$ cat src/rtl/echo_multi.sv
// rtl/echo_multi.sv - multi-channel echo server: per-channel FIFOs drained round-robin onto one indication
// Define ECHO_MULTI_STATS_EN to add the echo_count / drop_count outputs.
module echo_multi #(
   parameter int WIDTH = 32,
   parameter int DEPTH = 4,
   parameter int NCHAN = 2,
   localparam int CW = (NCHAN > 1) ? $clog2(NCHAN) : 1
) (
   input  logic                   CLK,
   input  logic                   nRST,
   input  logic [NCHAN-1:0]       say__ENA,
   input  logic [NCHAN*WIDTH-1:0] say_v,
   output logic [NCHAN-1:0]       say__RDY,
   input  logic                   respond_rule__ENA,
   output logic                   respond_rule__RDY,
   output logic                   ind_echo__ENA,
   output logic [WIDTH-1:0]       ind_echo_v,
   output logic [CW-1:0]          ind_echo_chan,
   input  logic                   ind_echo__RDY
`ifdef ECHO_MULTI_STATS_EN
   ,
   output logic [31:0]            echo_count,
   output logic [31:0]            drop_count
`endif
);

   localparam int PW = $clog2(DEPTH);
   localparam logic [PW:0]   CNT_ONE  = (PW+1)'(1);
   localparam logic [PW:0]   CNT_FULL = (PW+1)'(DEPTH);
   localparam logic [PW-1:0] PTR_ONE  = PW'(1);

   logic [WIDTH-1:0] mem [NCHAN][DEPTH];
   logic [PW-1:0]    rd_ptr [NCHAN];
   logic [PW-1:0]    wr_ptr [NCHAN];
   logic [PW:0]      count [NCHAN];
   logic [CW-1:0]    last_grant;

   logic [NCHAN-1:0] nonempty;
   logic [NCHAN-1:0] push;
   logic [NCHAN-1:0] pop;
   logic [CW-1:0]    grant;
   logic [CW-1:0]    scan_idx;
   logic             fire;

   always_comb begin
      for (int i = 0; i < NCHAN; i++) begin
         say__RDY[i] = (count[i] != CNT_FULL);
         nonempty[i] = (count[i] != '0);
      end
   end

   // Scan from the far end backwards so the last hit is the first channel after last_grant.
   always_comb begin
      grant    = '0;
      scan_idx = '0;
      for (int k = NCHAN; k >= 1; k--) begin
         scan_idx = CW'((int'(last_grant) + k) % NCHAN);
         if (nonempty[scan_idx])
            grant = scan_idx;
      end
   end

   assign respond_rule__RDY = (|nonempty) & ind_echo__RDY;
   assign fire              = respond_rule__ENA & respond_rule__RDY & nRST;
   assign push              = say__ENA & say__RDY;

   always_comb begin
      pop = '0;
      if (fire)
         pop[grant] = 1'b1;
   end

   assign ind_echo__ENA = fire;
   assign ind_echo_v    = fire ? mem[grant][rd_ptr[grant]] : '0;
   assign ind_echo_chan = fire ? grant : '0;

   always_ff @(posedge CLK) begin
      for (int i = 0; i < NCHAN; i++)
         if (nRST && push[i])
            mem[i][wr_ptr[i]] <= say_v[i*WIDTH +: WIDTH];
   end

   always_ff @(posedge CLK) begin
      if (!nRST) begin
         for (int i = 0; i < NCHAN; i++) begin
            rd_ptr[i] <= '0;
            wr_ptr[i] <= '0;
            count[i]  <= '0;
         end
         last_grant <= CW'(NCHAN - 1);
      end else begin
         for (int i = 0; i < NCHAN; i++) begin
            if (push[i])
               wr_ptr[i] <= wr_ptr[i] + PTR_ONE;
            if (pop[i])
               rd_ptr[i] <= rd_ptr[i] + PTR_ONE;
            if (push[i] && !pop[i])
               count[i] <= count[i] + CNT_ONE;
            else if (pop[i] && !push[i])
               count[i] <= count[i] - CNT_ONE;
         end
         if (fire)
            last_grant <= grant;
      end
   end

`ifdef ECHO_MULTI_STATS_EN
   logic [NCHAN-1:0] drop;
   assign drop = say__ENA & ~say__RDY;

   always_ff @(posedge CLK) begin
      if (!nRST) begin
         echo_count <= '0;
         drop_count <= '0;
      end else begin
         if (fire)
            echo_count <= echo_count + 32'd1;
         drop_count <= drop_count + 32'($countones(drop));
      end
   end
`endif

endmodule
$ cat config.mk
export PLATFORM = sky130hd
export DESIGN_NAME = echo_multi
export DESIGN_NICKNAME = d
export VERILOG_FILES = /design/src/rtl/echo_multi.sv
export SDC_FILE = /design/constraint.sdc
export NUM_CORES = 1
export LEC_CHECK = 0
export BUFFER_PORTS_ARGS = -buffer_cell sky130_fd_sc_hd__clkbuf_2
export CORE_MARGIN = 2
export CORE_UTILIZATION = 36
export DETAILED_ROUTE_END_ITERATION = 10
export GPL_TIMING_DRIVEN = 0
export MAX_ROUTING_LAYER = met4
export PLACE_DENSITY = 0.52
export SLEW_MARGIN = 5
export SYNTH_ARGS = -nofsm -noshare
export SYNTH_HDL_FRONTEND = slang
export SYNTH_SLANG_ARGS = --single-unit
$ cat constraint.sdc
create_clock -name CLK -period 2.6 [get_ports CLK]
set_input_delay 0.39 -clock CLK [delete_from_list [all_inputs] [get_ports CLK]]
set_output_delay 0.39 -clock CLK [all_outputs]
set_load 0.02 [all_outputs]
### After elaboration in Yosys (flattened, before gate mapping)

Memories as Yosys holds them, arrays and structs flattened.
Cells that the tools add are included.

* bits in registers: 1
* RAM bits: 270
* bits of input ports: 70
* output and inout port bits: 37
* word-level logic and storage cells: 114
* memories kept: 4

Memory list
* mem: words 2, bits a word 128, rd ports 1, clocked after memory_dff 0, write ports 2, line 32 `logic [WIDTH-1:0] mem [NCHAN][DEPTH];`
* count: words 2, bits a word 3, rd ports 2, clocked after memory_dff 0, write ports 2, line 35 `logic [PW:0] count [NCHAN];`
* rd_ptr: words 2, bits a word 2, rd ports 3, clocked after memory_dff 0, write ports 2, line 33 `logic [PW-1:0] rd_ptr [NCHAN];`
* wr_ptr: words 2, bits a word 2, rd ports 2, clocked after memory_dff 0, write ports 2, line 34 `logic [PW-1:0] wr_ptr [NCHAN];`

* add/sub/neg operators: 10
* order comparisons: 9
* equality and inequality tests: 2
* mux-type cells: 57
* bitwise operators: 15
* reductions and logical operators: 16

Operator list (number)
* two-way mux 128 bit: 2
* two-way mux 32 bit: 5
* demux 32 bit (select 2 bit): 2
* binary-select mux 32 bit (select 2 bit): 1
* two-way mux 1 bit: 37
* two-way mux 3 bit: 4
* two-way mux 2 bit: 5
* greater-or-equal comparator 3 bit, second input constant: 3
* logical AND 1 bit: 9
* inverter 2 -> 3 bit: 3
* adder 2 x 1 -> 2 bit, second input constant: 4
* bitwise OR 1 bit: 8
* adder 3 x 1 -> 3 bit, second input constant: 2
* less-than comparator 1 x 2 -> 1 bit, second input constant: 3
* less-than comparator 3 x 1 -> 1 bit, second input constant: 2
* != test 3 bit, second input constant: 2
* nonzero test 3 bit: 2
* subtractor 3 x 1 -> 3 bit, second input constant: 2
* zero test 1 bit: 4
* bitwise AND 1 bit: 3
* adder 1 bit, second input constant: 2
* bitwise AND 2 bit: 1
* OR reduction 2 bit: 1
* demux 1 bit (select 1 bit): 1
* greater-or-equal comparator 1 bit, second input constant: 1

### Depth between registers and ports, before layout

Gate-level depths: netlist of run 1.

* depth in word-level cells: 17
* depth in mapped cells: 10
* depth with buffers taken out: 10

### Least setup slack after synthesis of run 1

OpenSTA, ideal clock, no wires.

* path kind: reg2reg
* start point: memory count[0][1] (netlist name)
* end point: memory count[0][2] (netlist name), data pin
* library setup time: 0.254 ns
* arrival time: 2.168 ns
* data required time: 2.346 ns
* slack: 0.178 ns
* stages on the path, launching flop included: 9
* path buffers: 0
* clock period less this slack: 2.422 ns
* path through: edfxtp_1 or3b_1 nand2_1 and3_1 inv_1 fa_1 xnor2_1 o221ai_1 o21a_1

RTL lines (line)
* from (decl): 35

==> results of run 1 <==
-- worst paths after layout --
kind              cells after the start         from       endpoint
hold / removal                        1    say_v[45]     mem[1][45]
hold reg to reg                       1   last_grant     last_grant
setup reg to reg                     10  count[0][0]    count[0][2]
setup / recovery                     10  count[1][0]  ind_echo_v[9]
-- per-stage QoR --
step / util / TNS [ps] / hold slack (ps) / power, mW / instance area [um^2]
2_1_floorplan: - / 0 / 449 / 7.15 / 11300
3_3_place_gp: 0.402 / -237450 / 489 / 8.12 / 12400
3_5_place_dp: 0.407 / -11180 / 493 / 8.19 / 12500
4_1_cts: 0.449 / -14000 / 31.0 / 12.5 / 13800
5_1_grt: 0.459 / -18120 / 32.4 / 13.4 / 14100
6_report: 0.459 / -13480 / 52.1 / 12.8 / 14100
-- layout by cell type, fill, tap and decap left out, types with 2 or more instances in the layout --
master	count
clkbuf_16	32
clkbuf_2	79
inv_1	10
ha_1	10
nand3_1	3
o211ai_1	2
and2_1	3
nor2b_1	6
a21oi_2	21
mux2i_1	129
buf_8	6
a21oi_1	14
edfxtp_1	270
buf_2	15
clkbuf_1	11
nor2_1	137
and3_4	4
o21ai_1	32
o21ai_0	14
buf_12	9
clkinv_1	2
buf_6	15
diode_2	4
o21a_1	2
xnor2_1	2
buf_4	40
and3_2	5
o21ai_2	23
nand2_1	4
nand2b_1	4
clkinv_2	3
clkbuf_8	5
-- state kept, by name (all words and copies together) (netlist names) --
signal and flops:
wr_ptr 4, rd_ptr 4, count 6, mem 256, last_grant 1
-- power groups by stage --
stage / Clock [mW] / Sequential [mW] / Combinational [mW]
6_report: 3.95 / 5.30 / 3.51
5_1_grt: 4.20 / 5.32 / 3.84
4_1_cts: 4.04 / 5.29 / 3.20
3_5_place_dp: 0 / 5.40 / 2.79
3_3_place_gp: 0 / 5.41 / 2.71
2_1_floorplan: 0 / 5.38 / 1.77
-- area by class of cell --
type	instances	area, um^2
fillers	2822	16600
flip-flops and latches	271	8130
multi-input cells	442	3200
repair buffers	131	978
clock buffers	42	836
well taps	396	495
plain buffers	42	345
clock inverters	8	77.6
inverters	11	41.3
diodes	4	10.0
-- kinds of logic (layout without fill, tap and decap cells) --
kind of cell / after synthesis / count (layout)
fa+ha+maj: 12 / 12
other cells: 0 / 4
buf+inv: 53 / 234
mux: 131 / 131
simple gates: 175 / 175
compound gates: 121 / 121
flops: 271 / 271
xor+xnor: 3 / 3
-- layer usage --
metal,part of all wire,wire length (um),track usage,up-vias
li1,-,-,-,3184
met2,0.48,13500,0.288,169
met4,0.020,569,0.0348,0
met3,0.051,1430,0.0331,41
met1,0.45,12400,0.225,3381
met5,0,0,-,-
-- synth_stat cells, types with 2 or more instances --
cell type	n
inv_1	11
a21boi_0	2
ha_1	11
nand3_1	4
mux2i_1	129
nand2_1	5
clkbuf_1	10
xnor2_1	3
and2_1	3
o21a_1	2
o211ai_1	2
o21ai_0	49
edfxtp_1	270
nand2b_1	4
buf_4	6
buf_2	22
and3_1	10
nor2b_1	6
buf_6	3
nor2_1	137
o21ai_1	21
a21oi_1	35
-- critical path, cell delays in order (launching register included) --
cell and delay, ps:
edfxtp_1 410, inv_2 70, ha_4 160, and2b_2 210, nor2_4 220, mux2i_4 300, buf_6 160, buf_8 120
o21ai_0 80, a21oi_1 220, buf_4 180
-- timing repair --
item,4_1_cts,5_1_grt
endpoints found under the setup margin,101,36
hold endpoints to repair,0,0
pin swaps,8,24
setup buffers,12,2
gates resized for setup,75,138
cloned,2,2
hold buffers,0,0
==> results.yml, run 1 <==
power:
  power_density_nw_per_um2: 904
  peakVddDrop_uv: 529
  comb_power_share: 0.275
  p_leak_nw: 5.09
  switching_share: 0.304
  power_frac_seq: 0.415
  clockPowerShare: 0.310
  p_int_mw: 8.88
  p_switching_mw: 3.88
grt:
  grt_usage: 0.174
  grt_pass1_wl_um: 41800
  grt-ovfl-total: 0
  antenna_found_initial: 4
  grt_pass1_vias: 6950
  grt_max_degree: 23
route:
  ant_nets: 0
  via_count: 6775
  viasPerCell: 5.03
  first_pass_iters: 5
  drtIter0Drc: 378
  drc_errors: 0
  wl_per_cell_um: 20.7
  routed_wl_um: 27900
final_layout:
  area_delta_synth_final_pct: 24.6
  drive_above_1_share: 0.298
  layout.cells.non_filler: 1347
  fin_nets: 1011
timing:
  skew_ps: 13.5
  finalCritPeriodShare: 1.18
  fmax_mhz: 326
  setup_viol: 34
  fin_crit_ps: 3060
  slew_headroom: 0.627
  hold_viol: 0
  finalWorstSetupSlack_ps: -464
  worst_slew_pin_slew_ps: 559
  grt_setup_unrepaired: "true"
  slew_viol_final: 0
place:
  place_congestion: 0.781
  detailed_place_hpwl_um: 18300
  placed_cells: 1276
  dp_slack_ps: -439
  io_buffers: 106
synthesis:
  synthAdderAreaFrac: 0.0139
  yosys-top-cells-area: "edfxtp_1 (72%), mux2i_1 (11%), nor2_1 (4.5%)"
  synthArstFlopShare: 0
  synth_xor_area_frac: 0.00232
  synth_cell_types: 43
  synthMuxAreaShare: 0.117
  yosysSeqAreaShare: 0.718
  synth.top_cell.area_share: 0.716
  synth-simple-area-share: 0.0663
  synth_nets: 848
  ys_ff_latch: 271
  synthFlopType: "edfxtp_1"
  synth_top_family_by_area: "multiplexers"
  synth_compound_gate_area_share: 0.0592
  synth_top_cell_by_area: "edfxtp_1"
  syn_area_um2: 11300
  synth_edf_count: 270
  postSynthAreaPerCell_um2: 14.8
  syn_inst: 766
  ys_warn_count: 0
clocking:
  cts_tree: "yes"
  htree_levels: 1
  clock_latency_ps: 550
  root_buffer: "clkbuf_16"
  cts.sinks: 271
  cts_inserted_buffers: 30
  clockBufferDepth: 3
  clkSlewWorstSetupHoldPaths_ps: 60
status:
  status: "complete, but fails checks"
  violations: "negative setup slack"
die:
  start_util: 0.368
  die_x_um: 181
  die_h_um: 181
  ios: 107
  num_rows: 64
  die-area_um2: 32900
  coreArea_um2: 30700
min_path:
  holdCritPathClass: "input pin to flip-flop"
setup_path:
  path_class: "flip-flop to output port"
  cp_max_fo: 5
  required_ps: 2210
  rrSetupSlack_ps: 120
  start_kind: "flip-flop"
  arrival_ps: 2670
  setup.worst_path.end_class: "output port"
flow_run:
  maxCapViolCount: 0
(Power assumes the default switching activity.)
==> run 2, diff against run 1 <==
CORE_ASPECT_RATIO = 0.5   (was not set)
CORE_MARGIN = not set   (was 2)
==> results.yml, run 2 (synthesis results as in run 1) <==
status:
  status: "complete, but fails checks"
  violations: "negative setup slack"
setup_path:
  cp_max_fo: 10
  cp-startpoint: "count[1][1]"
  start_kind: "flip-flop"
  setup.worst_path.end_class: "output port"
  arrival_ps: 2620
  cpPeakStageDelay_ps: 380
  crit_path_top_delay_cell: "mux2_4"
  cp_cell_sequence: "inv_2, ha_4, and2b_2, nor2_4, buf_6, mux2_4, buf_6, o21ai_0, a21oi_2, clkbuf_4"
  cpMostUsedCell: "buf_6"
  r2r-start: "count[0][0]"
  required_ps: 2210
  crit_path_end: "ind_echo_v[18]"
  rr_endpoint: "count[0][2]"
  r2r_cells: 9
  path_class: "flip-flop to output port"
  rrSetupSlack_ps: 70
clocking:
  cts_inserted_buffers: 26
  clkSlewWorstSetupHoldPaths_ps: 60
  cts.sinks: 271
  root_buffer: "clkbuf_16"
  clockBufferDepth: 3
  clock_latency_ps: 550
  cts_tree: "yes"
  htree_levels: 1
die:
  die_x_um: 253
  coreArea_um2: 30600
  die-area_um2: 32200
  die_h_um: 127
  ios: 107
  start_util: 0.370
  num_rows: 45
timing:
  finalWorstSetupSlack_ps: -408
  finalCritPeriodShare: 1.16
  slew_headroom: 0.459
  setup_viol: 35
  worst_slew_pin_slew_ps: 804
  fmax_mhz: 332
  grt_setup_unrepaired: "true"
  skew_ps: 20.6
  setup_tns_ps: -12030
  hold_viol: 0
  fin_crit_ps: 3010
  slew_viol_final: 0
route:
  via_count: 6867
  drc_errors: 0
  drtIter0Drc: 442
  viasPerCell: 5.02
  routed_wl_um: 28700
  ant_nets: 0
  first_pass_iters: 5
  wl_per_cell_um: 21.0
place:
  placed_cells: 1303
  io_buffers: 106
  detailed_place_hpwl_um: 18400
  dp_slack_ps: -547
  post_dp_cell_area_um2: 12600
  place_congestion: 0.830
min_path:
  hold_start: "say_v[20]"
  holdCritPathClass: "input pin to flip-flop"
  hold_depth: 1
power:
  peakVddDrop_uv: 554
  p_leak_nw: 5.08
  power_density_nw_per_um2: 888
final_layout:
  area_delta_synth_final_pct: 24.7
  stdcell_area_um2: 14100
  largest_reg_flops: 256
  final_cell_mix: "edfxtp_1 (270), nor2_1 (136), mux2i_1 (129)"
  fin_nets: 1010
  layout.cells.non_filler: 1369
  drive_above_1_share: 0.299
  fin_util: 0.461
  n_fill_cell: 2776
  final_common_cell: "edfxtp_1"
  n_antenna_cell: 0
grt:
  antenna_found_initial: 0
  grt_max_degree: 26
  grt_pass1_vias: 6874
  grt-ovfl-total: 0
  grt_usage: 0.182
  grt_pass1_wl_um: 42100
flow_run:
  maxCapViolCount: 0
==> run 2: how the worst min path moves through the flow <==
stage / slack, ps / end
global route: 40 / mem[0][113]
finish: 60 / mem[0][116]
floorplan: 450 / last_grant
CTS: 30 / mem[0][85]
detailed placement: 500 / last_grant
global placement: 480 / last_grant
==> run 2: final cells by class <==
type,count,area (um^2),share of cell area
flip-flops and latches,271,8130,0.576
multi-input cells,442,3210,0.228
repair buffers,134,1030,0.0729
clock buffers,31,669,0.0474
well taps,423,529,0.0375
plain buffers,42,378,0.0268
clock inverters,15,126,0.00895
inverters,11,43.8,0.00310
==> run 2: timing repair <==
| action | CTS | global route |
|---|---|---|
| cloned | 3 | 1 |
| pin swaps | 24 | 15 |
| hold buffers | 0 | 0 |
| endpoints found under the setup margin | 36 | 40 |
| resized for setup | 132 | 76 |
| buffers inserted | 13 | 3 |
==> run 2: where the power goes <==
group / internal [mW] / switching [mW]
Sequential: 5.19 / 0.111
Clock: 2.03 / 1.59
Combinational: 1.42 / 2.20
Total: 8.64 / 3.91
==> run 2: layer usage <==
metal / global-route usage / wire (um) / share of wire
met1: 0.248 / 13400 / 0.47
met5: - / 0 / 0
met2: 0.289 / 13600 / 0.47
met4: 0.0381 / 440 / 0.015
met3: 0.0314 / 1350 / 0.047
==> run 2: critical path, delay by kind of cell, from the launching register on <==
family,cells,cell delay [ps]
and+or+nand+nor,2,410
DFF,1,370
adders and majority gates,1,170
muxes,1,380
buffers and inverters,4,550
AOI/OAI and AO/OA,2,190
==> run 2: per-stage QoR <==
stage | power (mW) | hold slack (ps)
global route | 13.1 | 38.0
global placement | 8.11 | 476
finish | 12.5 | 58.8
floorplan | 7.15 | 449
CTS | 12.4 | 30.1
detailed placement | 8.18 | 501
